### src/rtl/heartbeat_pattern_gen_pkg.sv
// Shared mode encodings and board constants for the heartbeat LED generator family.
// Pure definitions: no logic, no latency, no flow control.
package heartbeat_pkg;

  localparam int unsigned MODE_W           = 2;
  localparam int unsigned DEFAULT_TICK_DIV = 195313;  // 50 MHz / 195313 ~= 256 ticks/s

  typedef enum logic [MODE_W-1:0] {
    MODE_BLINK     = 2'd0,
    MODE_CHASE     = 2'd1,
    MODE_BREATHE   = 2'd2,
    MODE_HEARTBEAT = 2'd3
  } hb_mode_e;

  // Lub-dub: on during the 1st and 3rd eighths of a beat.
  function automatic logic hb_pulse(input logic [2:0] top3);
    return (top3 == 3'b000) || (top3 == 3'b010);
  endfunction

endpackage

### src/rtl/heartbeat_pattern_gen_if.sv
// Control/status bundle between a heartbeat generator and whatever drives or observes it.
// Plain wires: no latency, no flow control.
interface heartbeat_pattern_gen_if
  import heartbeat_pkg::*;
#(
  parameter int unsigned NUM_LEDS = 10,
  parameter int unsigned PWM_BITS = 8
);
  logic                enable;
  logic [MODE_W-1:0]   mode;
  logic [NUM_LEDS-1:0] led;
  logic                beat;
  logic [PWM_BITS-1:0] phase;

  modport master (output enable, output mode, input led, input beat, input phase);
  modport slave  (input enable, input mode, output led, output beat, output phase);
endinterface

### src/rtl/heartbeat_de1soc_top.sv
// DE1-SoC pin mapping: KEY[0] resets, SW[1:0] picks the pattern, SW[9] enables, LEDR shows it.
// Adds no registers of its own; no flow control.
module heartbeat_de1soc_top
  import heartbeat_pkg::*;
(
  input  logic       CLOCK_50,
  input  logic [3:0] KEY,
  input  logic [9:0] SW,
  output logic [9:0] LEDR
);
  heartbeat_pattern_gen_if #(.NUM_LEDS(10), .PWM_BITS(8)) hb_if ();

  assign hb_if.enable = SW[9];
  assign hb_if.mode   = SW[MODE_W-1:0];
  assign LEDR         = hb_if.led;

  heartbeat_pattern_gen #(
    .TICK_DIV (DEFAULT_TICK_DIV),
    .PWM_BITS (8),
    .NUM_LEDS (10)
  ) u_heartbeat (
    .CLOCK_50 (CLOCK_50),
    .KEY0     (KEY[0]),
    .hb       (hb_if.slave)
  );

  // Pins and debug outputs the board does not route anywhere.
  logic unused_pins;
  assign unused_pins = ^{KEY[3:1], SW[8:2], hb_if.beat, hb_if.phase};
endmodule

### src/rtl/heartbeat_tick_div.sv
// Prescaler: free-running 0..TICK_DIV-1 counter that flags its last count as a tick.
// tick_o is combinational from the counter; counter and tick freeze while en_i is low.
module heartbeat_tick_div
  import heartbeat_pkg::*;
#(
  parameter int unsigned TICK_DIV = DEFAULT_TICK_DIV
) (
  input  logic clk_i,
  input  logic rst_ni,
  input  logic en_i,
  output logic tick_o
);
  localparam int unsigned     CNT_W = (TICK_DIV > 1) ? $clog2(TICK_DIV) : 1;
  localparam logic [CNT_W-1:0] LAST = CNT_W'(TICK_DIV - 1);

  logic [CNT_W-1:0] presc_q, presc_d;

  assign tick_o = en_i && (presc_q == LAST);

  always_comb begin
    presc_d = presc_q;
    if (en_i) begin
      presc_d = (presc_q == LAST) ? '0 : presc_q + 1'b1;
    end
  end

  always_ff @(posedge clk_i or negedge rst_ni) begin
    if (!rst_ni) begin
      presc_q <= '0;
    end else begin
      presc_q <= presc_d;
    end
  end
endmodule

### src/rtl/heartbeat_pattern_gen.sv
// Liveness LED driver: blink / chase / breathe / lub-dub patterns plus a beat strobe.
// led and beat are registered (one cycle behind the counters); enable low freezes state.
module heartbeat_pattern_gen
  import heartbeat_pkg::*;
#(
  parameter int unsigned TICK_DIV = DEFAULT_TICK_DIV,
  parameter int unsigned PWM_BITS = 8,
  parameter int unsigned NUM_LEDS = 10
) (
  input  logic                    CLOCK_50,
  input  logic                    KEY0,
  heartbeat_pattern_gen_if.slave  hb
);
  localparam int unsigned      POS_W    = $clog2(NUM_LEDS);
  localparam logic [POS_W-1:0] POS_LAST = POS_W'(NUM_LEDS - 1);

  logic                tick;
  logic                wrap;
  logic [PWM_BITS-1:0] phase_q, phase_d;
  logic [PWM_BITS-1:0] pwm_cnt_q, pwm_cnt_d;
  logic [PWM_BITS-1:0] tri_lvl;
  logic [POS_W-1:0]    pos_q, pos_d;
  hb_mode_e            mode_q, mode_d;
  logic [NUM_LEDS-1:0] led_q, led_d;
  logic                beat_q, beat_d;

  heartbeat_tick_div #(
    .TICK_DIV (TICK_DIV)
  ) u_tick_div (
    .clk_i  (CLOCK_50),
    .rst_ni (KEY0),
    .en_i   (hb.enable),
    .tick_o (tick)
  );

  always_comb begin
    phase_d   = phase_q;
    pwm_cnt_d = pwm_cnt_q;
    pos_d     = pos_q;
    mode_d    = mode_q;
    wrap      = tick && (phase_q == '1);
    if (hb.enable) begin
      pwm_cnt_d = pwm_cnt_q + 1'b1;
    end
    if (tick) begin
      phase_d = phase_q + 1'b1;
    end
    // Mode is sampled only at the beat boundary so patterns never tear mid-beat.
    if (wrap) begin
      mode_d = hb_mode_e'(hb.mode);
      pos_d  = (pos_q == POS_LAST) ? '0 : pos_q + 1'b1;
    end
    beat_d = wrap;
  end

  always_comb begin
    tri_lvl = phase_q << 1;
    if (phase_q[PWM_BITS-1]) begin
      tri_lvl = ~tri_lvl;
    end
    led_d = '0;
    if (hb.enable) begin
      case (mode_q)
        MODE_BLINK:     led_d = {NUM_LEDS{~phase_q[PWM_BITS-1]}};
        MODE_CHASE:     led_d = NUM_LEDS'(1) << pos_q;
        // Strict compare keeps tri_lvl==0 fully dark.
        MODE_BREATHE:   led_d = {NUM_LEDS{pwm_cnt_q < tri_lvl}};
        MODE_HEARTBEAT: led_d = {NUM_LEDS{hb_pulse(phase_q[PWM_BITS-1 -: 3])}};
        default:        led_d = '0;
      endcase
    end
  end

  always_ff @(posedge CLOCK_50 or negedge KEY0) begin
    if (!KEY0) begin
      phase_q   <= '0;
      pwm_cnt_q <= '0;
      pos_q     <= '0;
      mode_q    <= MODE_BLINK;
      led_q     <= '0;
      beat_q    <= 1'b0;
    end else begin
      phase_q   <= phase_d;
      pwm_cnt_q <= pwm_cnt_d;
      pos_q     <= pos_d;
      mode_q    <= mode_d;
      led_q     <= led_d;
      beat_q    <= beat_d;
    end
  end

  assign hb.led   = led_q;
  assign hb.beat  = beat_q;
  assign hb.phase = phase_q;
endmodule

### config.mk
export PLATFORM = sky130hd
export DESIGN_NAME = heartbeat_de1soc_top
export DESIGN_NICKNAME = d
export VERILOG_FILES = /design/src/rtl/heartbeat_pattern_gen_pkg.sv /design/src/rtl/heartbeat_pattern_gen_if.sv /design/src/rtl/heartbeat_de1soc_top.sv /design/src/rtl/heartbeat_tick_div.sv /design/src/rtl/heartbeat_pattern_gen.sv
export SDC_FILE = /design/constraint.sdc
export NUM_CORES = 1
export LEC_CHECK = 0
export BUFFER_PORTS_ARGS = -buffer_cell sky130_fd_sc_hd__buf_4
export CELL_PAD_IN_SITES_DETAIL_PLACEMENT = 1
export CELL_PAD_IN_SITES_GLOBAL_PLACEMENT = 1
export CORE_ASPECT_RATIO = 0.5
export CORE_MARGIN = 5
export CORE_UTILIZATION = 48
export CTS_BUF_LIST = sky130_fd_sc_hd__clkbuf_8
export CTS_CLUSTER_DIAMETER = 40
export DETAILED_ROUTE_END_ITERATION = 12
export PLACE_DENSITY = 0.88
export SLEW_MARGIN = 5
export SYNTH_ARGS = -nofsm -noshare
export SYNTH_HDL_FRONTEND = slang
export SYNTH_SLANG_ARGS = --single-unit
### constraint.sdc
create_clock -name CLOCK_50 -period 2.6 [get_ports CLOCK_50]
set_input_delay 0.26 -clock CLOCK_50 [delete_from_list [all_inputs] [get_ports CLOCK_50]]
set_output_delay 0.26 -clock CLOCK_50 [all_outputs]
set_load 0.01 [all_outputs]
* After elaboration in Yosys (flattened, before gate mapping) *
Cells that the tools add are included.

storage, ports and cells
  bits in registers = 50
  input bits = 15
  output and inout bits = 10
  word-level logic and storage cells = 31

operators by class
  $add $sub $neg = 4
  $lt $le $gt $ge = 1
  equality and inequality tests = 7
  shifts and indexed selects = 1
  mux-type cells = 5
  bitwise operators = 2
  reductions and logical operators = 5

operators with widths
  operator                 number
  $pmux W10 S4             1
  $add A18 B1 Y18 const B  1
  $eq A18 B18 Y1 const B   1
  $mux W18                 1
  $add A8 B1 Y8 const B    2
  $mux W10                 1
  $shl A1 B4 Y10 const A   1
  $eq A8 B8 Y1 const B     1
  $lt A8 B8 Y1             1
  $mux W8                  1
  $not A8 Y8               1
  $add A4 B1 Y4 const B    1
  $eq A2 B2 Y1 const B     2
  $eq A4 B4 Y1 const B     1
  $mux W4                  1
  $eq A3 B2 Y1 const B     1
  $logic_not A3 Y1         1
  $eq A2 B1 Y1 const B     1
  $logic_and A1 B1 Y1      2
  $logic_not A2 Y1         1
  $logic_or A1 B1 Y1       1
  $not A1 Y1               1

* Longest topological paths before layout *
Gate-level depths: netlist (run 1).

  depth after elaboration = 5
  depth in mapped cells = 11
  mapped depth without buffers = 9

* Cells and area by module *
Synthesis (run 1) repeated with hierarchy kept, for this count alone.

unflattened totals
  cells, all modules = 258
  area total of the unflattened synthesis = 2,688.8 sq um

by module, submodules not included
  module                 instances  cells each  area an instance (sq um)  sequential area each (sq um)
  heartbeat_pattern_gen  1          160         1,732.9                   825.8
  heartbeat_tick_div     1          98          955.9                     450.4

* Worst setup path before layout (run 1) *
No wires, ideal clock.

  path type = register to register
  start = register u_heartbeat.phase_q[7] (netlist: u_heartbeat.hb.phase[7])
  end = register u_heartbeat.led_q[0] (netlist: u_heartbeat.hb.led[0])
  library setup time = 148 ps
  arrival = 2,217 ps
  slack = 235 ps
  stages on the path, launching flop included = 12
  cells stage by stage = dfrtp_1 buf_2 inv_1 ha_1 inv_1 ha_1 nand2_1 or4_1 a21oi_1 o21ba_2 buf_2 a21oi_1

on the way
  cells in the longest elaborated chain, start to end = 4
  elaborated cells between the ends (all ways) = 8
  classes of those cells = 1 x order compare; 1 x eq/ne; 3 x mux; 1 x bitwise; 2 x reduce/logical

ends and longest elaborated chain
  what                                                       line                                                          source
  start, declared                                            heartbeat_pattern_gen.sv:19                                   logic [PWM_BITS-1:0] phase_q, phase_d;
  start signal, assigned                                     heartbeat_pattern_gen.sv:83                                   phase_q <= phase_d;
  $mux W8 (tied with other cells)                            heartbeat_pattern_gen.sv:58                                   if (phase_q[PWM_BITS-1]) begin
  $lt A8 B8 Y1 / $logic_or A1 B1 Y1 (equally long branches)  heartbeat_pattern_gen.sv:67, heartbeat_pattern_gen_pkg.sv:17
  $pmux W10 S4 *                                             heartbeat_pattern_gen.sv:63                                   case (mode_q)
  $mux W10 *                                                 heartbeat_pattern_gen.sv:62                                   if (hb.enable) begin
  named net u_heartbeat.led_d[0]                             heartbeat_pattern_gen.sv:24                                   logic [NUM_LEDS-1:0] led_q, led_d;
  end signal, assigned                                       heartbeat_pattern_gen.sv:87                                   led_q <= led_d;
  end, declared                                              heartbeat_pattern_gen.sv:24

The timed path passes the listed nets; every way through them passes the cells marked *.
A chain may end at the register's enable or synchronous reset.

* Worst setup path after layout (run 1) *
  start = register u_heartbeat.phase_q[7] (netlist: u_heartbeat.hb.phase[7])
  end = register u_heartbeat.led_q[5] (netlist: u_heartbeat.hb.led[5])

Same word-level chain as after synthesis.

==> flow_metrics.py, run 1 <==
metrics = {
    "clock_tree": {
        "clock_latency_ps": 310,
        "cts_made_buffers": 5,
        "clockRootBuffer": "clkbuf_8",
        "cts_max_level": 2,
        "post_cts_buffers": 0,
        "cts.sinks": 50,
        "cts_tree": "done",
        "clockBufferDepth": 2,
        "path_clk_slew_ps": 100,
    },
    "yosys": {
        "muxShareOfSynthArea_pct": 2.42,
        "synth_cells": 258,
        "synth_commonest_cells": "dfrtp_1 (50), xnor2_1 (24), nand2_1 (23)",
        "synth_top_family_by_area": "simple AND/OR/NAND/NOR gates",
        "syn_nets": 288,
        "synth.ff_latch_count": 50,
        "syn_area_sq_um": 2690,
        "yosys.area_share.simple_pct": 23.4,
        "synth_edf_count": 0,
        "ys_warn_count": 0,
        "yosysMostFrequentCell": "dfrtp_1",
        "synth_top_area_share_pct": 46.5,
        "synth_compound_area_share_pct": 6.05,
        "yosys.area_share.adder_pct": 6.98,
        "synth_cell_types": 39,
        "ys.flop_type": "dfrtp_1",
        "async_reset_ff_share_pct": 100,
        "syn_area_per_cell_sq_um": 10.4,
        "synth-xor-area-share_pct": 11.4,
        "yosys.area.top_type": "dfrtp_1",
        "synth_seq_area_share_pct": 46.5,
        "synthTopCellsByArea": "dfrtp_1 (47%), xnor2_1 (7.8%), ha_1 (7.0%)",
    },
    "place": {
        "dpl_cell_area_sq_um": 2860,
        "gp_congestion": 0.824,
        "post-dp-hpwl_mm": 4.51,
        "io_buffers": 14,
    },
    "worst_hold_path": {
        "hp-class": "input port to flop",
        "hold_depth": 2,
    },
    "sta": {
        "slew_viol_final": 0,
        "fin_crit_ps": 2430,
        "clock.fmax_ghz": 0.411,
        "worst_slew_pin_slew_ps": 659,
        "fin_crit_sh_pct": 93.6,
        "rsz0062_at_grt": "false",
        "finalSetupTns_ps": 0,
        "finalHoldViolCount": 0,
        "max_slew_margin_pct": 56.1,
        "setup_viol": 0,
        "fin_skew_ps": 8.33,
    },
    "finish": {
        "fin_area_sq_um": 2970,
        "syn2layout_area_growth_pct": 10.6,
        "n_antenna_cell": 0,
        "drive_gt1_share_pct": 14.3,
        "layout.nets": 302,
        "regArea_sq_um": 1250,
        "multiInputGateArea_sq_um": 1360,
        "n_fill_cell": 608,
    },
    "setup_path": {
        "reg2reg_depth": 9,
        "endpoint_kind": "flop",
        "crit_fanout": 8,
        "critPathKind": "flop to flop",
        "cp.arrival_ps": 2610,
        "worst_setup_path_start_kind": "flop",
        "required_ps": 2770,
    },
    "detailed_routing": {
        "routed_wirelength_mm": 6.44,
        "wl_per_cell_microns": 18.6,
        "drt_iter0_markers": 98,
        "drc": 0,
        "dr.pass1.iters": 4,
        "vias": 1960,
        "antenna_left": 0,
        "viasPerCell": 5.66,
    },
    "global_route": {
        "grt_overflow": 0,
        "antenna_found_initial": 0,
        "grt_pass1_vias": 2198,
        "grt_max_degree": 51,
        "grt_pass1_wl_mm": 10.9,
        "grtUsageTotal_pct": 19.1,
    },
    "pwr": {
        "powerDensity_nw_per_um2": 623,
        "irDropWorstVdd_mv": 0.334,
        "p_leak_nw": 1.37,
        "finalPower_mw": 1.85,
    },
    "floorplanning": {
        "rows": 19,
        "fp.dieW_microns": 116,
        "dieArea_sq_um": 7290,
        "coreArea_sq_um": 5440,
        "die_h_microns": 62.9,
        "start_util_pct": 49.4,
        "ios": 25,
    },
    "outcome": {
        "status": "finished clean",
    },
    "run": {
        "cap_violations": 0,
    },
}
[worst max-delay path, stage by stage (launching register included)]
cell,delay [ps]
dfrtp_1,440
inv_1,120
ha_1,290
inv_1,50
ha_1,260
nand2_1,90
or4_1,500
a21oi_1,230
o21ba_4,240
a21oi_1,80
[kinds of logic (layout without fill, tap and decap cells)]
group | after synthesis | in the layout
AOI/OAI and AO/OA | 27 | 27
xor gates and xnor gates | 35 | 35
adders and majority gates | 15 | 15
buffers and inverters | 22 | 37
DFF | 50 | 50
muxes | 6 | 6
and+or+nand+nor | 103 | 103
[per-stage QoR]
step / util (%) / setup WS, ps / instances / hold WS (ps)
2_1_floorplan: - / 235 / 258 / -35.6
3_5_place_dp: 52.5 / 193 / 337 / 332
3_3_place_gp: 52.5 / 261 / 337 / 316
4_1_cts: 54.5 / 148 / 346 / 171
6_report: 54.6 / 167 / 346 / 169
5_1_grt: 54.6 / 0.457 / 346 / 182
[placed cells by master, fill, tap and decap left out, types with 2 or more instances in the layout]
cell      synthesis  layout
clkinv_4          0       2
nor3_4            2       2
xor2_1           11      11
ha_1             15      15
a21oi_1          16      16
nand3_1          12      12
or3_4             2       2
o21ai_0           4       4
nand4_1          11      11
and3_1            6       6
nor2_1           21      21
nor4_4            3       3
nor3_1            4       4
nor4_2            2       2
and2_1            3       3
nand2b_1          2       2
inv_1            12      12
nand2_1          23      23
buf_4             0      16
clkbuf_8          0       6
xnor2_1          24      24
dfrtp_1          50      50
nor2b_1           2       2
mux2i_1           2       2
and4_1            4       4
mux2_1            3       3
[sequential cells by signal, indices dropped and copies added, names as in the netlist]
name,count
u_heartbeat.pwm_cnt_q,8
u_heartbeat.u_tick_div.presc_q,18
u_heartbeat.hb.phase,8
u_heartbeat.hb.led,10
u_heartbeat.pos_q,4
u_heartbeat.mode_q,2
[timing repair]
item | 4_1_cts | 5_1_grt
hold buffers | 1 | 0
gates resized for setup | 0 | 1
setup endpoints to repair | 0 | 6
hold endpoints to repair | 50 | 0
[power breakdown]
part	internal (mW)	total (mW)	switching, mW
Combinational	0.165	0.356	0.191
Sequential	0.865	0.995	0.130
Clock	0.220	0.501	0.281
[final timing paths]
path	start	end	slack (ps)
max	u_heartbeat.hb.phase[7]$_DFFE_PN0P_	u_heartbeat.hb.led[5]$_DFF_PN0_	170
min	SW[1]	u_heartbeat.mode_q[1]$_DFFE_PN0P_	170
max reg2reg	u_heartbeat.hb.phase[7]$_DFFE_PN0P_	u_heartbeat.hb.led[5]$_DFF_PN0_	170
min reg2reg	u_heartbeat.hb.phase[5]$_DFFE_PN0P_	u_heartbeat.hb.phase[5]$_DFFE_PN0P_	510
max in group asynchronous	KEY[0]	u_heartbeat.u_tick_div.presc_q[12]$_DFFE_PN0P_	1650
min in group asynchronous	KEY[0]	u_heartbeat.mode_q[0]$_DFFE_PN0P_	510
[routing by layer]
metal  track usage, %  part of all wire [%]  up-vias
li1                 -                     -      918
met1             22.0                    41      993
met2             33.8                    53       36
met3             5.13                   4.1       13
met4             7.24                   2.1        0
met5                0                     0        -
[cell type report]
type                            instances  share of cell area, %
Multi-Input combinational cell        186                   45.6
Inverter                               12                   1.51
Clock inverter                          2                  0.589
Timing Repair Buffer                   17                   4.38
Tap cell                               73                   3.07
Clock buffer                            6                   2.78
Sequential cell                        50                   42.1
Power figures use the tool's default switching activity.
==> inputs of run 2 (changes only) <==
--- a/config.mk
+++ b/config.mk
@@ -15,6 +15,7 @@
 export CTS_CLUSTER_DIAMETER = 40
 export DETAILED_ROUTE_END_ITERATION = 12
 export PLACE_DENSITY = 0.88
+export RECOVER_POWER = 25
 export SLEW_MARGIN = 5
 export SYNTH_ARGS = -nofsm -noshare
 export SYNTH_HDL_FRONTEND = slang
==> run 2 against run 1 <==
Effect of this change:
- via count unchanged
- largest cell class unchanged
- highest routed layer unchanged
- final cell count unchanged
- combinational power is essentially flat
==> flow_metrics.py, run 2 (synthesized netlist as in run 1, its figures left out) <==
metrics = {
    "detailed_routing": {
        "drc": 0,
        "vias": 1960,
        "routed_wirelength_mm": 6.44,
        "viasPerCell": 5.66,
        "drt_iter0_markers": 98,
        "wl_per_cell_microns": 18.6,
        "antenna_left": 0,
        "dr.pass1.iters": 4,
    },
    "place": {
        "place_inst": 337,
        "post-dp-hpwl_mm": 4.51,
        "io_buffers": 14,
        "gp_congestion": 0.824,
        "dpl_cell_area_sq_um": 2860,
        "pre_cts_slack_ps": 193,
    },
    "setup_path": {
        "critPathKind": "flop to flop",
        "required_ps": 2770,
        "endpoint_kind": "flop",
        "cp.arrival_ps": 2610,
        "worst_setup_path_start_kind": "flop",
        "crit_fanout": 8,
        "crit_family": "simple AND/OR/NAND/NOR gates",
        "max_stage_delay_ps": 500,
        "path_buf_inv": 2,
        "crit_slowest_cell": "or4_1",
        "crit_chain": "inv_1, ha_1, inv_1, ha_1, nand2_1, or4_1, a21oi_1, o21ba_4, a21oi_1",
    },
    "global_route": {
        "grtUsageTotal_pct": 19.1,
        "grt_pass1_vias": 2198,
        "grt_pass1_wl_mm": 10.9,
        "grt_overflow": 0,
        "grt_max_degree": 51,
        "antenna_found_initial": 0,
    },
    "pwr": {
        "p_seq_share_pct": 53.7,
        "powerDensity_nw_per_um2": 623,
        "comb_power_share_pct": 19.2,
        "pwr-share-clk_pct": 27.1,
        "p_int_mw": 1.25,
        "p_sw_uw": 602,
        "p_leak_nw": 1.37,
        "p_sw_share_pct": 32.5,
        "finalPower_mw": 1.85,
        "irDropWorstVdd_mv": 0.334,
    },
    "finish": {
        "largest-register": "u_heartbeat.u_tick_div.presc_q",
        "syn2layout_area_growth_pct": 10.5,
        "layout.nets": 302,
        "fin_cells": 346,
        "final_common_cell": "dfrtp_1",
        "mostFrequentLayoutCells": "dfrtp_1 (50), xnor2_1 (24), nand2_1 (23), nor2_1 (21), a21oi_1 (16)",
        "drive_gt1_share_pct": 14.3,
        "fin_area_sq_um": 2970,
        "n_fill_cell": 609,
        "n_antenna_cell": 0,
        "utilization_pct": 54.6,
        "largest_reg_flops": 18,
        "multiInputGateArea_sq_um": 1360,
        "regArea_sq_um": 1250,
    },
    "floorplanning": {
        "ios": 25,
        "die_h_microns": 62.9,
        "fp.dieW_microns": 116,
        "rows": 19,
        "coreArea_sq_um": 5440,
        "start_util_pct": 49.4,
        "dieArea_sq_um": 7290,
    },
    "sta": {
        "setup_viol": 0,
        "fin_crit_ps": 2430,
        "finalHoldViolCount": 0,
        "max_slew_margin_pct": 14.5,
        "finalSetupTns_ps": 0,
        "setup_ws_ps": 167,
        "slew_viol_final": 0,
        "worst_hold_slack_ps": 169,
        "worst_slew_pin_slew_ps": 1280,
        "fin_crit_sh_pct": 93.6,
        "clock.fmax_ghz": 0.411,
        "fin_skew_ps": 8.33,
        "rsz0062_at_grt": "false",
    },
    "outcome": {
        "status": "finished clean",
    },
    "worst_hold_path": {
        "hp-class": "input port to flop",
    },
    "clock_tree": {
        "clock_latency_ps": 310,
        "cts_tree": "done",
        "cts_made_buffers": 5,
        "cts.sinks": 50,
        "path_clk_slew_ps": 100,
        "post_cts_buffers": 0,
        "cts_max_level": 2,
        "clockBufferDepth": 2,
        "clockRootBuffer": "clkbuf_8",
    },
    "run": {
        "cap_violations": 0,
    },
}
[run 2: routing by layer]
| metal | wire length [microns] | up-vias | track usage, % |
|---|---|---|---|
| met4 | 136 | 0 | 7.24 |
| met5 | 0 | - | 0 |
| met3 | 263 | 13 | 5.13 |
| met2 | 3410 | 36 | 33.8 |
| met1 | 2630 | 993 | 22.0 |
| li1 | - | 918 | - |
[run 2: path summary, 6_finish.rpt]
| path | depth (start not counted) | to | slack, ps | start |
|---|---|---|---|---|
| max | 9 | u_heartbeat.hb.led[5]$_DFF_PN0_ | 170 | u_heartbeat.hb.phase[7]$_DFFE_PN0P_ |
| min | 2 | u_heartbeat.mode_q[1]$_DFFE_PN0P_ | 170 | SW[1] |
| max reg2reg | 9 | u_heartbeat.hb.led[5]$_DFF_PN0_ | 170 | u_heartbeat.hb.phase[7]$_DFFE_PN0P_ |
| min reg2reg | 1 | u_heartbeat.hb.phase[5]$_DFFE_PN0P_ | 510 | u_heartbeat.hb.phase[5]$_DFFE_PN0P_ |
| max in group asynchronous | 2 | u_heartbeat.u_tick_div.presc_q[12]$_DFFE_PN0P_ | 1070 | KEY[0] |
| min in group asynchronous | 2 | u_heartbeat.mode_q[0]$_DFFE_PN0P_ | 750 | KEY[0] |
[run 2: final cells by class]
| class | instances | share of cell area, % |
|---|---|---|
| Multi-Input combinational cell | 186 | 45.6 |
| Sequential cell | 50 | 42.1 |
| Timing Repair Buffer | 17 | 4.29 |
| Tap cell | 73 | 3.07 |
| Clock buffer | 6 | 2.78 |
| Inverter | 12 | 1.52 |
| Clock inverter | 2 | 0.589 |
[run 2: power groups by stage]
stage                     Clock [mW]  Sequential (mW)  Combinational [mW]
after floorplan                    0            0.967               0.253
after global placement             0            0.991               0.304
after detailed placement           0             1.00               0.351
after CTS                      0.511            0.989               0.360
after global routing           0.540             1.01               0.400
final                          0.501            0.995               0.356
[run 2: what timing repair did]
action / in CTS / in global routing
resized for setup: 0 / 1
hold buffers: 1 / 0
setup endpoints to repair: 0 / 6
endpoints found under the hold margin: 50 / 0
